<file path="config.mk">
export PLATFORM = sky130hd
export DESIGN_NAME = mem_stage_ls
export DESIGN_NICKNAME = d
export VERILOG_FILES = /design/src/rtl/mem_stage_ls.sv
export SDC_FILE = /design/constraint.sdc
export NUM_CORES = 1
export LEC_CHECK = 0
export ABC_AREA = 1
export ABC_CLOCK_PERIOD_IN_PS = 1900
export CAP_MARGIN = 25
export CORE_MARGIN = 4
export CORE_UTILIZATION = 39
export DETAILED_ROUTE_END_ITERATION = 12
export PLACE_DENSITY = 0.85
export SLEW_MARGIN = 20
export SYNTH_ARGS = -nofsm -noshare
export SYNTH_HDL_FRONTEND = slang
export SYNTH_SLANG_ARGS = --single-unit
export TNS_END_PERCENT = 10
</file>
<file path="constraint.sdc">
create_clock -name clk -period 1.9 [get_ports clk]
set_input_delay 0.285 -clock clk [delete_from_list [all_inputs] [get_ports clk]]
set_output_delay 0.285 -clock clk [all_outputs]
set_load 0.1 [all_outputs]
</file>
<file path="src/rtl/mem_stage_ls.sv">
// mem_stage_ls: MEM pipeline stage. Passes EX results to WB, runs loads and
// stores on a req/ack data-memory port with variable wait states, sizes and
// extends load data, flags misalignment and bus timeout, and stalls upstream
// while an access is in flight.
// Ports:
//   clk, rst            clock (rising edge), synchronous active-low reset
//   ex_*                instruction from EX/MEM (held stable while stalled)
//   dmem_*              data-memory request/ack port (word addressed, byte lanes)
//   mem_wd/wreg/wdata_o writeback payload toward MEM/WB
//   stall_req_o         hold EX/MEM and earlier stages
//   excp_o/excp_code_o  exception strobe, 01 misaligned, 10 bus timeout
module mem_stage_ls #(
  parameter int unsigned ADDR_W   = 32,
  parameter int unsigned REG_AW   = 5,
  parameter int unsigned MAX_WAIT = 16
) (
  input  logic              clk,
  input  logic              rst,
  input  logic              ex_valid_i,
  input  logic [REG_AW-1:0] ex_wd_i,
  input  logic              ex_wreg_i,
  input  logic [31:0]       ex_wdata_i,
  input  logic [3:0]        ex_mem_op_i,
  input  logic [ADDR_W-1:0] ex_mem_addr_i,
  input  logic [31:0]       ex_mem_wdata_i,
  output logic              dmem_req_o,
  output logic              dmem_we_o,
  output logic [ADDR_W-1:0] dmem_addr_o,
  output logic [3:0]        dmem_sel_o,
  output logic [31:0]       dmem_wdata_o,
  input  logic [31:0]       dmem_rdata_i,
  input  logic              dmem_ack_i,
  output logic [REG_AW-1:0] mem_wd_o,
  output logic              mem_wreg_o,
  output logic [31:0]       mem_wdata_o,
  output logic              stall_req_o,
  output logic              excp_o,
  output logic [1:0]        excp_code_o
);

  localparam int unsigned CNT_W = (MAX_WAIT > 1) ? $clog2(MAX_WAIT) : 1;
  localparam logic [CNT_W-1:0] CNT_LAST = CNT_W'(MAX_WAIT - 1);

  localparam logic [3:0] OP_LB  = 4'd1;
  localparam logic [3:0] OP_LBU = 4'd2;
  localparam logic [3:0] OP_LH  = 4'd3;
  localparam logic [3:0] OP_LHU = 4'd4;
  localparam logic [3:0] OP_LW  = 4'd5;
  localparam logic [3:0] OP_SB  = 4'd6;
  localparam logic [3:0] OP_SH  = 4'd7;
  localparam logic [3:0] OP_SW  = 4'd8;

  typedef enum logic [1:0] {S_IDLE = 2'd0, S_BUSY = 2'd1, S_DONE = 2'd2} state_t;

  state_t            r_state;
  state_t            w_state_nxt;
  logic [CNT_W-1:0]  r_cnt;
  logic [31:0]       r_rdata;
  logic              r_timeout;

  logic              w_is_load;
  logic              w_is_store;
  logic              w_is_mem;
  logic              w_is_half;
  logic              w_is_word;
  logic              w_misalign;
  logic              w_go;
  logic [3:0]        w_sel;
  logic [31:0]       w_store_data;
  logic [7:0]        w_byte;
  logic [15:0]       w_half;
  logic [31:0]       w_load_ext;

  // Operation decode; codes 9-15 behave as non-memory ops
  always_comb begin
    w_is_load  = (ex_mem_op_i >= OP_LB) && (ex_mem_op_i <= OP_LW);
    w_is_store = (ex_mem_op_i >= OP_SB) && (ex_mem_op_i <= OP_SW);
    w_is_mem   = w_is_load || w_is_store;
    w_is_half  = (ex_mem_op_i == OP_LH) || (ex_mem_op_i == OP_LHU) || (ex_mem_op_i == OP_SH);
    w_is_word  = (ex_mem_op_i == OP_LW) || (ex_mem_op_i == OP_SW);
    w_misalign = (w_is_half && ex_mem_addr_i[0]) || (w_is_word && (ex_mem_addr_i[1:0] != 2'b00));
    w_go       = ex_valid_i && w_is_mem && !w_misalign;
  end

  // Byte-lane enables and lane-replicated store data
  always_comb begin
    w_sel        = 4'b0000;
    w_store_data = ex_mem_wdata_i;
    case (ex_mem_op_i)
      OP_LB, OP_LBU, OP_SB: begin
        w_sel        = 4'b0001 << ex_mem_addr_i[1:0];
        w_store_data = {4{ex_mem_wdata_i[7:0]}};
      end
      OP_LH, OP_LHU, OP_SH: begin
        w_sel        = ex_mem_addr_i[1] ? 4'b1100 : 4'b0011;
        w_store_data = {2{ex_mem_wdata_i[15:0]}};
      end
      OP_LW, OP_SW: w_sel = 4'b1111;
      default: ;
    endcase
  end

  // Load lane extraction and sign/zero extension from the captured word
  always_comb begin
    case (ex_mem_addr_i[1:0])
      2'd0:    w_byte = r_rdata[7:0];
      2'd1:    w_byte = r_rdata[15:8];
      2'd2:    w_byte = r_rdata[23:16];
      default: w_byte = r_rdata[31:24];
    endcase
    w_half = ex_mem_addr_i[1] ? r_rdata[31:16] : r_rdata[15:0];
    case (ex_mem_op_i)
      OP_LB:   w_load_ext = {{24{w_byte[7]}}, w_byte};
      OP_LBU:  w_load_ext = {24'd0, w_byte};
      OP_LH:   w_load_ext = {{16{w_half[15]}}, w_half};
      OP_LHU:  w_load_ext = {16'd0, w_half};
      default: w_load_ext = r_rdata;
    endcase
  end

  // State register
  always_ff @(posedge clk) begin
    if (!rst) r_state <= S_IDLE;
    else      r_state <= w_state_nxt;
  end

  // Wait counter, captured read data and timeout flag
  always_ff @(posedge clk) begin
    if (!rst) begin
      r_cnt     <= '0;
      r_rdata   <= '0;
      r_timeout <= 1'b0;
    end else if (r_state == S_BUSY) begin
      if (dmem_ack_i) begin
        r_rdata   <= dmem_rdata_i;
        r_cnt     <= '0;
        r_timeout <= 1'b0;
      end else if (r_cnt == CNT_LAST) begin
        r_cnt     <= '0;
        r_timeout <= 1'b1;
      end else begin
        r_cnt <= r_cnt + CNT_W'(1);
      end
    end else if (r_state == S_IDLE) begin
      r_timeout <= 1'b0;
    end
  end

  // Next-state logic; an ack on the last allowed cycle still completes normally
  always_comb begin
    w_state_nxt = r_state;
    case (r_state)
      S_IDLE:  if (w_go) w_state_nxt = S_BUSY;
      S_BUSY:  if (dmem_ack_i || (r_cnt == CNT_LAST)) w_state_nxt = S_DONE;
      S_DONE:  w_state_nxt = S_IDLE;
      default: w_state_nxt = S_IDLE;
    endcase
  end

  // Output logic; reset and an empty slot force every output low
  always_comb begin
    dmem_req_o   = 1'b0;
    dmem_we_o    = 1'b0;
    dmem_addr_o  = '0;
    dmem_sel_o   = 4'b0000;
    dmem_wdata_o = 32'd0;
    mem_wd_o     = '0;
    mem_wreg_o   = 1'b0;
    mem_wdata_o  = 32'd0;
    stall_req_o  = 1'b0;
    excp_o       = 1'b0;
    excp_code_o  = 2'b00;
    if (rst && ex_valid_i) begin
      mem_wd_o = ex_wd_i;
      if (!w_is_mem) begin
        mem_wreg_o  = ex_wreg_i;
        mem_wdata_o = ex_wdata_i;
      end else if (w_misalign) begin
        excp_o      = 1'b1;
        excp_code_o = 2'b01;
      end else begin
        case (r_state)
          S_IDLE: stall_req_o = 1'b1;
          S_BUSY: begin
            stall_req_o  = 1'b1;
            dmem_req_o   = 1'b1;
            dmem_we_o    = w_is_store;
            dmem_addr_o  = {ex_mem_addr_i[ADDR_W-1:2], 2'b00};
            dmem_sel_o   = w_sel;
            dmem_wdata_o = w_is_store ? w_store_data : 32'd0;
          end
          S_DONE: begin
            if (r_timeout) begin
              excp_o      = 1'b1;
              excp_code_o = 2'b10;
            end else if (w_is_load) begin
              mem_wreg_o  = ex_wreg_i;
              mem_wdata_o = w_load_ext;
            end
          end
          default: ;
        endcase
      end
    end
  end

endmodule
</file>
==> flow_summary.ini, run 1 <==
[global_route]
grt_max_degree = 65

[synthesis]
synthTopCellsByArea = nor2_1 (23%), dfxtp_1 (18%), inv_1 (12%)
yosysUniqueCellTypes = 29
muxShareOfSynthArea_pct = 0
synth_top_cell_by_area = nor2_1
syn_inst = 838
yosysWarnings = 0
synth_top_family_by_area = simple AND/OR/NAND/NOR gates
synth_compound_area_share_pct = 13.5
syn_avg_cell_area_sq_um = 5.08
ys_seq_area_share_pct = 18.3
ys_ff_latch = 39
synth-adder-area-share_pct = 0.294
async_flop_share_pct = 0
synth_most_common_cell = nor2_1
yosys-top-cells-count = nor2_1 (266), inv_1 (138), nand2_1 (126), o21ai_0 (57), nand3_1 (47)
netlist_area_sq_um = 4260
yosysTopAreaCellShare_pct = 23.4
synthSimpleGateAreaFrac_pct = 49.4
synth-xor-area-share_pct = 0
synth_top_flop_cell = dfxtp_1
synth-edff-count = 0

[clock_tree]
cts_root_buf = clkbuf_8
numCtsBuffers = 5
cts_num_sinks = 39
cts_max_path_buffers = 2
htreeDepth = 2
hold_buffers = 0

[floorplan]
ios = 254
dieHeight_microns = 112
die_w_microns = 112
start_util_pct = 40.7
rows = 37

[status]
status = aborted with a tool error
failed_stage = 5_1_grt
error_line = [ERROR DPL-0038] Utilization greater than 100%, impossible to legalize

[sta]
endpoint_type = primary output
worst_endpoint = mem_wdata_o[0]

[placement]
gp_congestion = 1.00
post-place-cells = 1259
portBuffers = 251
placedInstanceArea_sq_um = 9430
place_hpwl_microns = 20300
==> per-stage QoR <==
stage	setup TNS [ns]	setup slack [ns]
4_1_cts	-24.65	-0.357
3_5_place_dp	-66.96	-0.746
3_3_place_gp	-55.95	-0.677
2_1_floorplan	-17.61	-0.320
==> logic make-up after synthesis <==
logic type	after synthesis
fa+ha+maj	1
flops	39
buf+inv	190
simple gates	497
other cells	1
compound gates	110
==> timing repair <==
action | CTS
setup buffers | 15
endpoints found under the setup margin | 110
pin swaps | 25
resized for setup | 103
gates cloned | 2
endpoints found under the hold margin | 0
==> run 2: changes to the inputs <==
--- a/config.mk
+++ b/config.mk
@@ -9,9 +9,9 @@
 export ABC_CLOCK_PERIOD_IN_PS = 1900
 export CAP_MARGIN = 25
 export CORE_MARGIN = 4
-export CORE_UTILIZATION = 39
+export CORE_UTILIZATION = 35
 export DETAILED_ROUTE_END_ITERATION = 12
-export PLACE_DENSITY = 0.85
+export PLACE_DENSITY_LB_ADDON = 0.15
 export SLEW_MARGIN = 20
 export SYNTH_ARGS = -nofsm -noshare
 export SYNTH_HDL_FRONTEND = slang
==> run 2 against run 1 <==
  * The flow now finishes, with violations (negative setup slack)
  * Synthesized cell count unchanged
  * Synthesized area unchanged
==> flow_summary.ini, run 2 <==
[status]
status = complete, but fails checks
violations = negative setup slack

[power]
swShare_pct = 40.9
power_frac_clock_pct = 23.8
p_seq_share_pct = 23.7
switchingPower_w = 0.00150
power_density_nw_per_um2 = 358
p_leak_nw = 4.37
power.internal_w = 0.00217
power_frac_comb_pct = 52.5
ir_drop_v = 0.000345

[layout]
reg_top3 = r_rdata: 32 flops, r_cnt: 4 flops, r_state: 2 flops
regArea_sq_um = 782
multi_input_area_sq_um = 3810
fillers = 630
final_cells = 1307
area_growth_syn_to_layout_pct = 141
n_antenna_cell = 0
largest_reg_flops = 32
drive_above_1_share_pct = 38.4
final_common_cell = clkdlybuf4s50_1
final_nets = 1302
regMostFlops = r_rdata
final_cell_mix = clkdlybuf4s50_1 (133), nor2_1 (123), buf_12 (123)

[synthesis]
synthTopCellsByArea = nor2_1 (23%), dfxtp_1 (18%), inv_1 (12%)
synth_top_flop_cell = dfxtp_1
synth-xor-area-share_pct = 0
yosysWarnings = 0
synth_top_family_by_area = simple AND/OR/NAND/NOR gates
muxShareOfSynthArea_pct = 0
async_flop_share_pct = 0
ys_ff_latch = 39
yosysTopAreaCellShare_pct = 23.4
syn_avg_cell_area_sq_um = 5.08
netlist_area_sq_um = 4260
ys_seq_area_share_pct = 18.3
synth_compound_area_share_pct = 13.5
yosys-top-cells-count = nor2_1 (266), inv_1 (138), nand2_1 (126), o21ai_0 (57), nand3_1 (47)
synth_top_cell_by_area = nor2_1
yosysUniqueCellTypes = 29
synth-adder-area-share_pct = 0.294
synth-edff-count = 0
synthSimpleGateAreaFrac_pct = 49.4
synth_most_common_cell = nor2_1
syn_inst = 838

[routing]
drc = 0
vias_per_cell = 5.37
drtAntennaViolNets = 0
finalWirelength_microns = 24000
drtIter0Drc = 642
wl_per_cell_microns = 18.4
drt_pass1_iterations = 6
vias = 7021

[floorplan]
coreArea_sq_um = 12000
die_w_microns = 118
start_util_pct = 35.6
dieHeight_microns = 118
die-area_sq_um = 14000
ios = 254
rows = 40

[sta]
setup_tns_ns = -27.66
period_needed_ns = 2.31
tightest_slew_ns = 0.744
fin_crit_sh_pct = 122
max_freq_ghz = 0.432
worst_hold_slack_ns = 0.498
slew_headroom_pct = 50.0
setup_viol = 106
fin_worst_skew_ns = 0.00344
slew_viol_final = 0
setup_ws_ns = -0.413
finalHoldViolations = 0
rsz0062_at_grt = true

[clock_tree]
cts_num_sinks = 39
cts_max_path_buffers = 2
numCtsBuffers = 5
hold_buffers = 0
cts_root_buf = clkbuf_16
htreeDepth = 2
cts_tree = built
insertion_delay_ns = 0.29
clk_pin_slew_ns = 0.07

[critical_path]
path_buf_inv = 4
crit_family = simple AND/OR/NAND/NOR gates
crit_arrival_ns = 2.03
endpoint_kind = output port
cp.required_ns = 1.62
r2r_cells = 6
reg2reg_from = r_cnt[0]$_SDFFE_PN0P_
reg2reg_slack_ns = -0.02
crit_path_frequent_cell = nor2_4
reg2reg_to = r_cnt[0]$_SDFFE_PN0P_
critPathMaxFanout = 7
crit_path_cell_trace = inv_2 > nor2_4 > nand2_2 > nor2_4 > buf_6 > clkbuf_16 > nand4_1 > nor2_1 > nor2_2 > nor2_4 > buf_12
cp_slowest_cell = dfxtp_2
critPathLaunchType = flop
crit_type = reg2out
cpPeakStageDelay_ns = 0.33

[worst_hold_path]
hold_class = reg2reg
min_path_cells = 2
hp-start = r_rdata[9]$_SDFFE_PN0P_
holdPathEnd = r_rdata[9]$_SDFFE_PN0P_

[placement]
pre_cts_ws_ns = -0.708
post-place-cells = 1269
portBuffers = 251
place_hpwl_microns = 16300
gp_congestion = 0.960

[global_route]
grt_overflow = 0
antenna_found_initial = 0
grt_max_degree = 65
grt_pass1_wl_microns = 34800
grt_pass1_vias = 6540
groute.usage.overall_pct = 30.5

[job]
max_cap_viol_count = 0
==> run 2: cell counts after synthesis <==
No cell type changed its count.
==> run 2: how the worst max path moves through the flow <==
stage,startpoint,to,depth (start not counted)
CTS,ex_mem_op_i[2],mem_wdata_o[0],13
detailed placement,ex_mem_op_i[3],mem_wdata_o[14],12
global route,ex_mem_addr_i[1],mem_wdata_o[22],11
global placement,ex_mem_op_i[3],mem_wdata_o[14],12
finish,r_state[1]$_SDFFE_PN0P_,mem_wdata_o[22],11
floorplan,ex_valid_i,mem_wd_o[0],4
==> run 2: kinds of logic after synthesis <==
kind of cell | after synthesis
and+or+nand+nor | 497
buffers and inverters | 190
AOI/OAI and AO/OA | 110
DFF | 39
adders and majority gates | 1
other | 1
==> run 2: worst register-to-register path, cell delays in order, from the launching register on <==
cell and delay [ns]:
dfxtp_1 0.39, ha_1 0.25, inv_1 0.14, nor3_1 0.10, nor3_1 0.58, nor2_1 0.16, a211oi_1 0.21
==> run 2: timing repair <==
action | CTS | global route
gates resized for setup | 94 | 50
setup endpoints to repair | 110 | 105
pin swaps | 40 | 40
gates cloned | 5 | 2
setup buffers | 17 | 7
==> run 2: stage by stage <==
step | power (W) | utilization (%) | instance area [sq um]
3_3_place_gp | 0.00257 | 78.8 | 9430
5_1_grt | 0.00381 | 85.8 | 10300
6_report | 0.00367 | 85.8 | 10300
2_1_floorplan | 0.00185 | - | 5160
3_5_place_dp | 0.00260 | 78.8 | 9430
4_1_cts | 0.00356 | 84.1 | 10100
==> run 2: layer usage <==
layer  global-route usage, %  share of wire, %
met5                       0                 0
met2                    56.9                50
met1                    33.9                35
met3                    6.41               9.0
met4                    10.9               6.3
==> run 2: area by class of cell <==
class                   count  share of cell area [%]
clock buffers               5                    1.22
flip-flops and latches     39                    7.62
inverters                 141                    5.51
multi-input cells         611                    37.2
clock inverters             3                   0.232
repair buffers            361                    46.4
well taps                 147                    1.79
==> run 2: power groups by stage <==
stage                     sequential (W)  clock (W)  combinational [W]
after floorplan                 0.000882          0           0.000964
after global placement          0.000885          0            0.00169
after detailed placement        0.000886          0            0.00172
after CTS                       0.000869   0.000871            0.00182
after global routing            0.000874   0.000907            0.00203
final                           0.000872   0.000873            0.00193
Note: power is estimated with default switching activity, not from simulation.
